[src/rtl/z16_alu_pkg.sv]
// Shared types for the Z16 multi-cycle ALU: opcodes, handshake FSM states
// and the helper that tells iterative opcodes apart from single-cycle ones.
package z16_alu_pkg;

  typedef enum logic [3:0] {
    OP_ADD = 4'h0,
    OP_SUB = 4'h1,
    OP_MUL = 4'h2,
    OP_DIV = 4'h3,
    OP_OR  = 4'h4,
    OP_AND = 4'h5,
    OP_XOR = 4'h6,
    OP_SHL = 4'h7,
    OP_SHR = 4'h8
  } op_e;

  typedef enum logic [1:0] {
    ST_IDLE = 2'd0,
    ST_BUSY = 2'd1,
    ST_DONE = 2'd2
  } state_e;

  function automatic logic is_iter(input op_e op);
    return (op == OP_MUL) || (op == OP_DIV);
  endfunction

endpackage

[src/rtl/z16_alu_iter_unit.sv]
// Shared iterative datapath: shift-add multiply and restoring divide,
// one bit per cycle for WIDTH cycles. The final step's result is presented alongside done_o.
import z16_alu_pkg::*;

module z16_alu_iter_unit #(
  parameter int WIDTH = 16
) (
  input  logic             clk_i,
  input  logic             rst_n_i,
  input  logic             start_i,
  input  op_e              op_i,
  input  logic [WIDTH-1:0] a_i,
  input  logic [WIDTH-1:0] b_i,
  output logic             busy_o,
  output logic             done_o,
  output logic [WIDTH-1:0] prod_quo_o,
  output logic [WIDTH-1:0] rem_o
);

  localparam int CNT_W = $clog2(WIDTH);
  localparam logic [CNT_W-1:0] CNT_MAX  = CNT_W'(WIDTH - 1);
  localparam logic [CNT_W-1:0] CNT_ONE  = CNT_W'(1);
  localparam logic [CNT_W-1:0] CNT_ZERO = CNT_W'(0);

  // acc: product (MUL) or partial remainder (DIV); x: multiplicand/divisor;
  // y: multiplier shifting right (MUL) or dividend shifting into quotient (DIV)
  logic [WIDTH-1:0] acc_q, acc_d, x_q, x_d, y_q, y_d;
  logic [CNT_W-1:0] cnt_q, cnt_d;
  logic             busy_q, busy_d, div_q, div_d;
  logic [WIDTH:0]   rem_sh_s, diff_s;

  // Next-state for one iteration step or a fresh start
  always_comb begin
    acc_d    = acc_q;
    x_d      = x_q;
    y_d      = y_q;
    cnt_d    = cnt_q;
    busy_d   = busy_q;
    div_d    = div_q;
    rem_sh_s = {acc_q, y_q[WIDTH-1]};
    diff_s   = rem_sh_s - {1'b0, x_q};
    if (start_i) begin
      acc_d  = {WIDTH{1'b0}};
      x_d    = a_i;
      y_d    = b_i;
      cnt_d  = CNT_MAX;
      busy_d = 1'b1;
      div_d  = (op_i == OP_DIV);
    end else if (busy_q) begin
      if (div_q) begin
        if (!diff_s[WIDTH]) begin
          acc_d = diff_s[WIDTH-1:0];
          y_d   = {y_q[WIDTH-2:0], 1'b1};
        end else begin
          acc_d = rem_sh_s[WIDTH-1:0];
          y_d   = {y_q[WIDTH-2:0], 1'b0};
        end
      end else begin
        if (y_q[0]) begin
          acc_d = acc_q + x_q;
        end else begin
          acc_d = acc_q;
        end
        x_d = {x_q[WIDTH-2:0], 1'b0};
        y_d = {1'b0, y_q[WIDTH-1:1]};
      end
      if (cnt_q == CNT_ZERO) begin
        busy_d = 1'b0;
      end else begin
        cnt_d = cnt_q - CNT_ONE;
      end
    end else begin
      busy_d = 1'b0;
    end
  end

  // Datapath and counter registers
  always_ff @(posedge clk_i or negedge rst_n_i) begin
    if (!rst_n_i) begin
      acc_q  <= {WIDTH{1'b0}};
      x_q    <= {WIDTH{1'b0}};
      y_q    <= {WIDTH{1'b0}};
      cnt_q  <= CNT_ZERO;
      busy_q <= 1'b0;
      div_q  <= 1'b0;
    end else begin
      acc_q  <= acc_d;
      x_q    <= x_d;
      y_q    <= y_d;
      cnt_q  <= cnt_d;
      busy_q <= busy_d;
      div_q  <= div_d;
    end
  end

  assign busy_o     = busy_q;
  assign done_o     = busy_q && (cnt_q == CNT_ZERO);
  assign prod_quo_o = div_q ? y_d : acc_d;
  assign rem_o      = acc_d;

endmodule

[src/rtl/z16_alu_mc.sv]
// Z16 multi-cycle ALU top: valid/ready handshake FSM, single-cycle op mux, output registers.
// Optional macro Z16_ALU_REM_EN adds the o_rem divide-remainder output.
import z16_alu_pkg::*;

module z16_alu_mc #(
  parameter int WIDTH = 16
) (
  input  logic             i_clk,
  input  logic             i_rst_n,
  input  logic             i_valid,
  output logic             o_ready,
  input  logic [WIDTH-1:0] i_data_a,
  input  logic [WIDTH-1:0] i_data_b,
  input  logic [3:0]       i_ctrl,
  output logic             o_valid,
  input  logic             i_ready,
`ifdef Z16_ALU_REM_EN
  output logic [WIDTH-1:0] o_rem,
`endif
  output logic [WIDTH-1:0] o_data,
  output logic             o_dbz
);

  localparam logic [WIDTH-1:0] SH_LIM = WIDTH'(WIDTH);

  state_e           state_q, state_d;
  op_e              op_q, op_d, op_in_s;
  logic [WIDTH-1:0] data_q, data_d, alu_res_s;
  logic             dbz_q, dbz_d, dbz_pend_q, dbz_pend_d;
  logic             iter_start_s, iter_done_s, iter_busy_unused_s;
  logic [WIDTH-1:0] iter_res_s;
`ifdef Z16_ALU_REM_EN
  logic [WIDTH-1:0] rem_q, rem_d, iter_rem_s;
`else
  logic [WIDTH-1:0] iter_rem_unused_s;
`endif

  assign op_in_s = op_e'(i_ctrl);

  z16_alu_iter_unit #(.WIDTH(WIDTH)) u_iter (
    .clk_i      (i_clk),
    .rst_n_i    (i_rst_n),
    .start_i    (iter_start_s),
    .op_i       (op_in_s),
    .a_i        (i_data_a),
    .b_i        (i_data_b),
    .busy_o     (iter_busy_unused_s),
    .done_o     (iter_done_s),
    .prod_quo_o (iter_res_s),
`ifdef Z16_ALU_REM_EN
    .rem_o      (iter_rem_s)
`else
    .rem_o      (iter_rem_unused_s)
`endif
  );

  // Single-cycle result; B is the left operand, unlisted opcodes fall back to ADD
  always_comb begin
    alu_res_s = i_data_b + i_data_a;
    case (op_in_s)
      OP_ADD:  alu_res_s = i_data_b + i_data_a;
      OP_SUB:  alu_res_s = i_data_b - i_data_a;
      OP_OR:   alu_res_s = i_data_b | i_data_a;
      OP_AND:  alu_res_s = i_data_b & i_data_a;
      OP_XOR:  alu_res_s = i_data_b ^ i_data_a;
      OP_SHL:  alu_res_s = (i_data_a >= SH_LIM) ? {WIDTH{1'b0}} : (i_data_b << i_data_a);
      OP_SHR:  alu_res_s = (i_data_a >= SH_LIM) ? {WIDTH{1'b0}} : (i_data_b >> i_data_a);
      default: alu_res_s = i_data_b + i_data_a;
    endcase
  end

  // Handshake FSM next state and output register loads
  always_comb begin
    state_d      = state_q;
    op_d         = op_q;
    data_d       = data_q;
    dbz_d        = dbz_q;
    dbz_pend_d   = dbz_pend_q;
    iter_start_s = 1'b0;
`ifdef Z16_ALU_REM_EN
    rem_d        = rem_q;
`endif
    case (state_q)
      ST_IDLE: begin
        if (i_valid) begin
          op_d = op_in_s;
          if (is_iter(op_in_s)) begin
            iter_start_s = 1'b1;
            dbz_pend_d   = (op_in_s == OP_DIV) && (i_data_a == {WIDTH{1'b0}});
            state_d      = ST_BUSY;
          end else begin
            data_d  = alu_res_s;
            dbz_d   = 1'b0;
`ifdef Z16_ALU_REM_EN
            rem_d   = {WIDTH{1'b0}};
`endif
            state_d = ST_DONE;
          end
        end else begin
          state_d = ST_IDLE;
        end
      end
      ST_BUSY: begin
        if (iter_done_s) begin
          data_d  = iter_res_s;
          dbz_d   = dbz_pend_q;
`ifdef Z16_ALU_REM_EN
          rem_d   = (op_q == OP_DIV) ? iter_rem_s : {WIDTH{1'b0}};
`endif
          state_d = ST_DONE;
        end else begin
          state_d = ST_BUSY;
        end
      end
      ST_DONE: begin
        if (i_ready) begin
          state_d = ST_IDLE;
        end else begin
          state_d = ST_DONE;
        end
      end
      default: state_d = ST_IDLE;
    endcase
  end

  // State and output registers
  always_ff @(posedge i_clk or negedge i_rst_n) begin
    if (!i_rst_n) begin
      state_q    <= ST_IDLE;
      op_q       <= OP_ADD;
      data_q     <= {WIDTH{1'b0}};
      dbz_q      <= 1'b0;
      dbz_pend_q <= 1'b0;
`ifdef Z16_ALU_REM_EN
      rem_q      <= {WIDTH{1'b0}};
`endif
    end else begin
      state_q    <= state_d;
      op_q       <= op_d;
      data_q     <= data_d;
      dbz_q      <= dbz_d;
      dbz_pend_q <= dbz_pend_d;
`ifdef Z16_ALU_REM_EN
      rem_q      <= rem_d;
`endif
    end
  end

  assign o_ready = (state_q == ST_IDLE);
  assign o_valid = (state_q == ST_DONE);
  assign o_data  = data_q;
  assign o_dbz   = dbz_q;
`ifdef Z16_ALU_REM_EN
  assign o_rem   = rem_q;
`endif

endmodule
[config.mk]
export PLATFORM = sky130hd
export DESIGN_NAME = z16_alu_mc
export DESIGN_NICKNAME = d
export VERILOG_FILES = /design/src/rtl/z16_alu_pkg.sv /design/src/rtl/z16_alu_iter_unit.sv /design/src/rtl/z16_alu_mc.sv
export SDC_FILE = /design/constraint.sdc
export NUM_CORES = 1
export LEC_CHECK = 0
export CORE_MARGIN = 2
export CORE_UTILIZATION = 35
export CTS_CLUSTER_DIAMETER = 80
export DETAILED_ROUTE_END_ITERATION = 8
export GPL_TIMING_DRIVEN = 0
export PLACE_DENSITY = 0.5
export SLEW_MARGIN = 15
export SYNTH_ARGS = -nofsm -noshare
export SYNTH_HDL_FRONTEND = slang
export SYNTH_SLANG_ARGS = --single-unit
[constraint.sdc]
create_clock -name i_clk -period 6.25 [get_ports i_clk]
set_input_delay 1.875 -clock i_clk [delete_from_list [all_inputs] [get_ports i_clk]]
set_output_delay 1.875 -clock i_clk [all_outputs]
set_load 0.01 [all_outputs]
# Word-level counts from Yosys, hierarchy flattened
# Index checks and enable logic that the tools add are counted.
# W data, S select, Z words.
[totals] regBits=74
[classes] addsub=5 n_lt_le_gt_ge=1 n_eq_ne=15 n_shift=2 muxes=38 bitwise_logic=3 n_reduce_logical=12
[ops] op="$mux W16" count=17
[ops] op="$pmux W16 S6" count=1
[ops] op="$add A16 B16 Y16" count=2
[ops] op="$pmux W16 S2" count=1
[ops] op="$sub A17 B16 Y17" count=1
[ops] op="$and A16 B16 Y16" count=1
[ops] op="$eq A4 B3 Y1 const B" count=4
[ops] op="$ge A16 B5 Y1 const B" count=1
[ops] op="$logic_not A16 Y1" count=1
[ops] op="$or A16 B16 Y16" count=1
[ops] op="$shl A16 B16 Y16" count=1
[ops] op="$shr A16 B16 Y16" count=1
[ops] op="$sub A16 B16 Y16" count=1
[ops] op="$xor A16 B16 Y16" count=1
[ops] op="$mux W4" count=3
[ops] op="$mux W1" count=10
[ops] op="$ne A2 B2 Y1 const B" count=5
[ops] op="$eq A4 B2 Y1 const B" count=2
[ops] op="$mux W2" count=4
[ops] op="$pmux W2 S3" count=1
[ops] op="$eq A4 B1 Y1 const B" count=1
[ops] op="$eq A4 B4 Y1 const B" count=1
[ops] op="$logic_not A4 Y1" count=1
[ops] op="$reduce_and A2 Y1" count=2
[ops] op="10 further kinds" count=12

# Logic depth before layout (Yosys ltp)
# Gate-level depths: netlist of run 1.
[depth] ltp_word=9 mapped_depth=17 ltp_nobuf=15

# Hierarchy
# Synthesis of run 1 repeated with hierarchy kept, for this count alone.
[hier_totals] cells_unflattened=1175 area_unflattened_um2=9150.0
[by_module_without_submodules] mod="z16_alu_iter_unit" instances=1 cells_each=583 area_each_um2=4660.7 seq_area_each_um2=1351.3
[by_module_without_submodules] mod="z16_alu_mc" instances=1 cells_each=592 area_each_um2=4489.3 seq_area_each_um2=500.5

# Least setup slack after synthesis of run 1
# OpenSTA, ideal clock, no wires.
[synth_path] kind="input to register" from="input i_data_a[1]" to="register data_q[15], in the netlist o_data[15]" setup_ps=126 arrival_time_ps=4897 required_ps=6124 path_slack_ps=1227 stages=17 path_cell_list="buf_2 > buf_2 > inv_2 > ha_1 > nand3_1 > nor3_1 > a41oi_1 > xnor2_1 > ha_1 > inv_1 > a21oi_1 > or4_1 > o21ai_1 > a21oi_1 > o21ai_0 > nor2_1 > o32a_1"
[synth_via] elab_chain_cells=6
[synth_rtl] element="start, declared" line_no="z16_alu_mc.sv:12" text="input logic [WIDTH-1:0] i_data_a,"
[synth_rtl] element="$ge A16 B5 Y1 (tied with other cells)" line_no="z16_alu_mc.sv:66, z16_alu_mc.sv:67"
[synth_rtl] element="$mux W16, on equally long branches" line_no="z16_alu_mc.sv:67, z16_alu_mc.sv:66"
[synth_rtl] element="$pmux W16 S6 (*)" line_no="z16_alu_mc.sv:60" text="case (op_in_s)"
[synth_rtl] element="$mux W16 (*)" line_no="z16_alu_mc.sv:87" text="if (is_iter(op_in_s)) begin"
[synth_rtl] element="$mux W16 (*)" line_no="z16_alu_mc.sv:85" text="if (i_valid) begin"
[synth_rtl] element="$pmux W16 S2 (*)" line_no="z16_alu_mc.sv:83" text="case (state_q)"
[synth_rtl] element="end signal, assigned" line_no="z16_alu_mc.sv:131" text="data_q <= {WIDTH{1'b0}};"
[synth_rtl] element="end signal, assigned" line_no="z16_alu_mc.sv:140" text="data_q <= data_d;"
[synth_rtl] element="end, declared" line_no="z16_alu_mc.sv:28" text="logic [WIDTH-1:0] data_q, data_d, alu_res_s;"
# Mark *: on every way between the ends. The rest lies on a longest branch, timed or not. The select of a mux whose other input is x is not followed.
# A chain may end at the register's enable or synchronous reset.

# Worst setup path after layout of run 1
# Same ends and word-level chain as after synthesis.

==> results by group, run 1 <==
Run status
  • Run status: complete, no violations

Timing
  • # setup viols final: 0
  • Rel. slew slack: 0.213
  • Final worst-path cycle share: 0.959
  • Fmax: roughly 0.17 GHz
  • RSZ-0062 raised after global routing: false
  • Worst-margin pin slew: around 1200 ps
  • Setup slack after layout: about 260 ps
  • Worst-case clock skew: 4.99 ps
  • Setup TNS: 0 ps
  • Tmin final: between 5000 and 6000 ps
  • Hold WS: roughly 470 ps
  • Final hold vios: 0
  • Slew Limit Fails: 0

Die
  • Initial Util: 0.358
  • Io pins: between 50 and 60
  • Die Y: between 150 and 200 um
  • Core area: approximately 0.025 mm^2
  • Core Rows: 58
  • Die span in x: 165 um
  • Total die area: 0.0272 mm^2

Route
  • Via count: around 9400
  • ANT nets after route: 0
  • Met3 Wirelength: 1840 um
  • Residual DRC: 0
  • DR pass1 iterations: 8
  • Drt total wl: 37500 um
  • Met2 WL post-DR: between 15000 and 20000 um
  • 1st-iter DRT viols: about 950
  • Routed met1 length: 16100 um
  • DR WL/cell: 24.2 um
  • Top sig layer: met4
  • Avg Vias per Cell: a little over 6

Critical path
  • Critical path data required time: about 6500 ps
  • Max stage delay cell, worst path: a2111oi_4
  • CP arrival: 6210 ps
  • Crit Path Class: in2reg
  • Worst r2r src: u_iter.y_q[15]
  • WP buf/inv: 4
  • R2R cell count: 14
  • Crit-path leading delay family: compound AO/OA/AOI/OAI gates
  • R2R setup slack: between 2000 and 3000 ps
  • Worst Setup Start Kind: input pin
  • CP Max Fanout: 10
  • CP Capture Type: flip-flop
  • Reg2reg end: u_iter.acc_q[6]
  • CP peak stage delay: a little over 600 ps
  • Critical-path cell list: clkdlybuf4s50_1 > buf_2 > buf_2 > inv_2 > ha_1 > nand3_1 > o21ai_0 > xnor2_1 > ha_1 > a2111oi_4 > a211oi_1 > o21ai_1 > a21oi_1 > o21ai_0 > nor2_1 > o32a_1

Power and ir drop
  • Peak VDD IR: ~0.25 mV
  • Power per cell area: between 400 and 500 mW/mm^2
  • Lkg Pwr: around 4.3 nW
  • Design Power: between 5 and 6 mW

Placement
  • I/O Buffers: 58
  • GPL Wtd Cong: between 0.9 and 1
  • Place WS: -373 ps
  • DP Wirelength: around 30000 um
  • Placed cells: between 1500 and 2000

Global route
  • First-pass GRT wire length: roughly 56000 um
  • Total track usage: 0.280
  • Largest net degree at the start of global routing: 43
  • Grt total ovfl: 0
  • Vias in the first global route: between 9000 and 10000
  • Number of antenna violations at the first check in global routing: 0

Yosys
  • Syn nets: 1267
  • Register area share after synthesis: 0.205
  • Synthesized area: around 0.009 mm^2
  • Simple-Gate Fraction of Synth Area: 0.166
  • Cell with the most instances after synthesis: nand2_1
  • Mux share of post-synthesis cell area: 0.115
  • Most area-hungry cell type in the Yosys netlist: dfrtp_1
  • Top post-synthesis cells by area: dfrtp_1 (20%), ha_1 (11%), a21oi_1 (5.6%)
  • Async SR Flop Fraction: 1.00
  • Ys Warns: 0
  • Flops & latches, synth: between 70 and 80
  • Cells after Synth: roughly 1100
  • Synth cell count leaders: nand2_1 (113), a21oi_1 (102), nor2_1 (88)
  • Top cell type's share of synthesized area: 0.205
  • Main combinational cell family by area after synthesis: compound AO/OA/AOI/OAI gates
  • Post-Synth XOR/XNOR Area: 0.0542
  • Adder-Cell Fraction of Synth Area: 0.117
  • Compound-gate portion of the synthesized area: 0.279
  • Number of synthesized flops with an enable pin: 0
  • Count of different cell masters after synthesis: 79
  • Average size of a mapped cell: a little under 8 um^2
  • Synth Flop Type: dfrtp_1

Clocking
  • Worst skew pair latency: approximately 340 ps
  • Post-CTS Hold Buffers: 0
  • H-tree Lvls: 3
  • Clk slew on worst S/H paths: 60 ps
  • CTS Buf Count: 9
  • CTS Buffer Depth: 2
  • Clock Sinks: 74
  • Setup bufs post-CTS: 0
  • CTS tree: built
  • Clock root cell: clkbuf_16

Finish
  • Fraction of layout cells with a size suffix above 1: 0.0575
  • Final #Nets: 1336
  • Antenna fix cells: 0
  • FILL cells: around 2700
  • Area delta synth->final: 15.0%
  • Final non-filler cell total: 1548

Hold path
  • HP Start: o_dbz
  • Hold path cells: 2
  • Worst Hold Class: reg2reg
  • Worst-case hold path end point: o_dbz

Job
  • Max-cap violations: 0
-- cells by family (layout without fill, tap and decap cells) --
family | Yosys count | count (layout)
compound gates | 387 | 387
simple gates | 324 | 324
mux | 78 | 78
fa+ha+maj | 83 | 83
flops | 74 | 74
buf+inv | 142 | 216
xor+xnor | 56 | 56
-- power breakdown --
| group | switching (mW) | total (mW) | internal [mW] | leakage [nW] |
|---|---|---|---|---|
| Sequential | 0.248 | 0.958 | 0.710 | 0.855 |
| Clock | 0.216 | 0.566 | 0.350 | 0.153 |
| Combinational | 2.08 | 3.51 | 1.44 | 3.33 |
| Total | 2.54 | 5.04 | 2.50 | 4.34 |
-- sequential cells by signal, summed over array words and instances, names as in the netlist --
signal         flops
u_iter.y_q        16
u_iter.acc_q      16
o_dbz              1
u_iter.div_q       1
u_iter.busy_o      1
u_iter.cnt_q       4
u_iter.x_q        16
state_q            2
dbz_pend_q         1
o_data            16
-- layout make-up --
type / count / area [um^2] / area share
tap: 330 / 413 / 0.0397
sequential: 74 / 1850 / 0.178
buffer: 67 / 298 / 0.0286
timing repair buffer: 59 / 598 / 0.0575
inverter: 74 / 278 / 0.0267
clock inverter: 5 / 78.8 / 0.00758
multi-input combinational: 928 / 6650 / 0.640
clock buffer: 11 / 233 / 0.0224
-- per-layer routing --
layer,vias to the layer above,GRT usage
li1,4376,-
met1,4528,0.368
met2,380,0.472
met3,86,0.0183
met4,0,0.125
met5,-,0
-- worst register-to-register path, delay by kind of cell (launching register included) --
| kind | cells | cell delay, ps |
|---|---|---|
| AND/OR/NAND/NOR | 1 | 70 |
| flip-flops | 1 | 360 |
| XOR/XNOR | 1 | 200 |
| adder cells (fa/ha/maj) | 2 | 680 |
| buffers and inverters | 4 | 660 |
| multiplexers | 1 | 200 |
| AO/OA/AOI/OAI | 5 | 1180 |
-- repair_timing --
action,CTS,global route
gates cloned,0,0
setup endpoints to repair,1,3
resized for setup,3,5
-- stage by stage --
| stage | utilization | instance area [um^2] |
|---|---|---|
| finish | 0.412 | 10400 |
| global route | 0.412 | 10400 |
| CTS | 0.412 | 10400 |
| detailed placement | 0.399 | 10100 |
| global placement | 0.398 | 10000 |
| floorplan | - | 9050 |
-- cells in the final DEF (no fill, tap or decap), types with 20 or more instances in the layout --
| cell | count |
|---|---|
| nand2_1 | 113 |
| o211ai_1 | 24 |
| nand3_1 | 21 |
| nor2_1 | 88 |
| clkbuf_1 | 48 |
| dfrtp_1 | 74 |
| xnor2_1 | 42 |
| inv_1 | 70 |
| a21oi_1 | 102 |
| mux2i_1 | 50 |
| o21ai_0 | 71 |
| clkdlybuf4s50_1 | 57 |
| mux4_2 | 20 |
| nor3_1 | 29 |
| ha_1 | 80 |
-- how the worst max path moves through the flow --
stage,end,startpoint,slack [ps],cells past startpoint
finish,o_data[15],i_data_a[1],260,16
global route,o_data[15],i_data_a[1],130,18
detailed placement,o_data[15],i_data_a[2],-370,16
CTS,o_data[15],i_data_a[1],70,14
floorplan,o_data[15],i_data_a[1],1230,17
global placement,o_data[15],i_data_a[2],-1150,15
Power figures use the tool's default switching activity.
==> inputs of run 2 (changes only) <==
SLEW_MARGIN = unset   (was 15)
==> run 2 against run 1 <==
Net effect: count of clock-buffer cells in the layout increased by 1; utilization up 0.055 points; global-route usage shrank 0.093 points; fmax rose by 1.6%; die area unchanged; clock power grew 4.2%; hold slack better by 0.99 ps; final area rose by 0.13%; largest power group unchanged.
==> results by group, run 2 (synthesized netlist as in run 1, its figures left out) <==
Die
  • Core Rows: 58 (unchanged)
  • Initial Util: 0.358 (unchanged)
  • Die Y: 165 um (unchanged)
  • Die span in x: 165 um (unchanged)
  • Core area: 0.0253 mm^2 (unchanged)
  • Io pins: 59 (unchanged)
  • Total die area: 0.0272 mm^2 (unchanged)

Finish
  • Reg area: 0.00185 mm^2 (unchanged)
  • Most common cell after layout, fill and taps aside: nand2_1 (unchanged)
  • Fraction of layout cells with a size suffix above 1: 0.0582 (was 0.0575)
  • Area delta synth->final: 15.1% (was 15.0%)
  • Final non-filler cell total: 1549 (was 1548)
  • Multi-input logic area: 0.00664 mm^2 (was 0.00665 mm^2)
  • FILL cells: 2656 (was 2677)
  • Most frequent cells in the layout: nand2_1 (113), a21oi_1 (102), nor2_1 (88) (unchanged)
  • Antenna fix cells: 0 (unchanged)
  • Final #Nets: 1337 (was 1336)
  • Final core utilization: 0.412 (about the same)

Critical path
  • Worst r2r src: u_iter.y_q[15] (unchanged)
  • Reg2reg end: u_iter.acc_q[15] (was u_iter.acc_q[6])
  • Critical path data required time: 6480 ps (was 6470 ps)
  • R2R setup slack: 2790 ps (was 2780 ps)
  • CP peak stage delay: 430 ps (was 620 ps)
  • Critical-path cell list: clkdlybuf4s50_1 > buf_2 > buf_2 > inv_2 > ha_1 > nand3_1 > nor3_2 > a41oi_1 > xnor2_1 > ha_1 > inv_1 > a21oi_1 > or4_1 > o21ai_1 > a21oi_1 > o21ai_0 > nor2_1 > o32a_1 (was clkdlybuf4s50_1 > buf_2 > buf_2 > inv_2 > ha_1 > nand3_1 > o21ai_0 > xnor2_1 > ha_1 > a2111oi_4 > a211oi_1 > o21ai_1 > a21oi_1 > o21ai_0 > nor2_1 > o32a_1)
  • Max stage delay cell, worst path: clkdlybuf4s50_1 (was a2111oi_4)
  • CP Capture Type: flip-flop (unchanged)
  • Worst Setup Start Kind: input pin (unchanged)
  • CP arrival: 6130 ps (was 6210 ps)
  • R2R cell count: 14 (unchanged)
  • CP Max Fanout: 10 (unchanged)
  • Crit Path Class: in2reg (unchanged)

Route
  • DR pass1 iterations: 5 (was 8)
  • Avg Vias per Cell: 6.04 (was 6.05)
  • Residual DRC: 0 (unchanged)
  • Via count: 9351 (was 9370)
  • 1st-iter DRT viols: 929 (was 952)
  • ANT nets after route: 0 (unchanged)
  • DR WL/cell: 24.1 um (was 24.2 um)
  • Drt total wl: 37300 um (was 37500 um)

Power and ir drop
  • Lkg Pwr: 4.35 nW (was 4.34 nW)
  • Peak VDD IR: 0.237 mV (was 0.251 mV)
  • Design Power: 5.05 mW (was 5.04 mW)
  • Power per cell area: 485 mW/mm^2 (was 484 mW/mm^2)

Timing
  • Tmin final: 5900 ps (was 5990 ps)
  • Fmax: 0.170 GHz (was 0.167 GHz)
  • Worst-case clock skew: 11.8 ps (was 4.99 ps)
  • Slew Limit Fails: 0 (unchanged)
  • Setup TNS: 0 ps (unchanged)
  • Final hold vios: 0 (unchanged)
  • Worst-margin pin slew: 1190 ps (was 1180 ps)
  • Rel. slew slack: 0.203 (was 0.213)
  • RSZ-0062 raised after global routing: false (unchanged)
  • Setup slack after layout: 351 ps (was 259 ps)
  • Final worst-path cycle share: 0.944 (was 0.959)
  • # setup viols final: 0 (unchanged)

Global route
  • Vias in the first global route: 9048 (was 9146)
  • Number of antenna violations at the first check in global routing: 0 (unchanged)
  • Total track usage: 0.279 (was 0.280)
  • Largest net degree at the start of global routing: 66 (was 43)
  • First-pass GRT wire length: 56300 um (was 56500 um)
  • Grt total ovfl: 0 (unchanged)

Clocking
  • CTS tree: built (unchanged)
  • Post-CTS Hold Buffers: 0 (unchanged)
  • Clock Sinks: 74 (unchanged)
  • CTS resizes: 1 (was 3)
  • Setup bufs post-CTS: 0 (unchanged)
  • Clk slew on worst S/H paths: 60 ps (about the same)
  • H-tree Lvls: 3 (unchanged)
  • Clock root cell: clkbuf_16 (unchanged)
  • Worst skew pair latency: 350 ps (was 340 ps)
  • CTS Buffer Depth: 2 (unchanged)
  • CTS Buf Count: 9 (unchanged)

Placement
  • GPL Wtd Cong: 0.970 (unchanged)
  • I/O Buffers: 58 (unchanged)
  • DP Wirelength: 29800 um (was 29900 um)
  • Place WS: -356 ps (was -373 ps)
  • Placed cells: 1534 (was 1533)

Hold path
  • Worst-case hold path end point: o_dbz (unchanged)
  • Worst Hold Class: reg2reg (unchanged)
  • Hold path cells: 2 (unchanged)
  • HP Start: o_dbz (unchanged)

Run status
  • Run status: complete, no violations (unchanged)

Job
  • Max-cap violations: 0 (unchanged)
[run 2: worst max path at each step]
| stage | start | endpoint | slack [ps] | depth (start not counted) |
|---|---|---|---|---|
| 6_report | i_data_a[1] | o_data[15] | 350 | 18 |
| 5_1_grt | i_data_a[1] | o_data[15] | 120 | 18 |
| 4_1_cts | i_data_a[2] | o_data[15] | 3 | 17 |
| 3_5_place_dp | i_data_a[2] | o_data[15] | -360 | 16 |
| 3_3_place_gp | i_data_a[2] | o_data[15] | -1150 | 15 |
| 2_1_floorplan | i_data_a[1] | o_data[15] | 1230 | 17 |
[run 2: final cells by class]
class,instances,area share
Sequential cell,74,0.178
Tap cell,330,0.0396
Clock buffer,12,0.0246
Buffer,67,0.0286
Multi-Input combinational cell,928,0.637
Timing Repair Buffer,60,0.0586
Clock inverter,4,0.00709
Inverter,74,0.0267
[run 2: critical path, delay by kind of cell]
kind                       cells  cell delay, ps
adders and majority gates      2             580
buffers and inverters          5            1230
xor gates and xnor gates       1             160
and+or+nand+nor                4            1050
AOI/OAI and AO/OA              6            1240
[run 2: metal layers]
metal,track usage,wire length [um]
met1,0.363,15800
met2,0.473,18100
met3,0.0281,1800
met4,0.113,1540
met5,0,0
[run 2: metrics by stage]
| step | cell area [um^2] | hold slack, ps |
|---|---|---|
| finish | 10400 | 474 |
| global route | 10400 | 506 |
| CTS | 10400 | 487 |
| detailed placement | 10100 | 468 |
| floorplan | 9050 | 449 |
| global placement | 10000 | 469 |
[run 2: power breakdown]
group / total, mW / internal (mW) / leakage (nW) / switching [mW]
Combinational: 3.51 / 1.44 / 3.33 / 2.07
Sequential: 0.958 / 0.710 / 0.855 / 0.248
Clock: 0.590 / 0.372 / 0.163 / 0.218
==> inputs of run 3 (changes only) <==
SKIP_LAST_GASP = 1   (was unset)
==> results of run 3 <==
No change in the layout: final DEF, timing and power equal those of run 2.
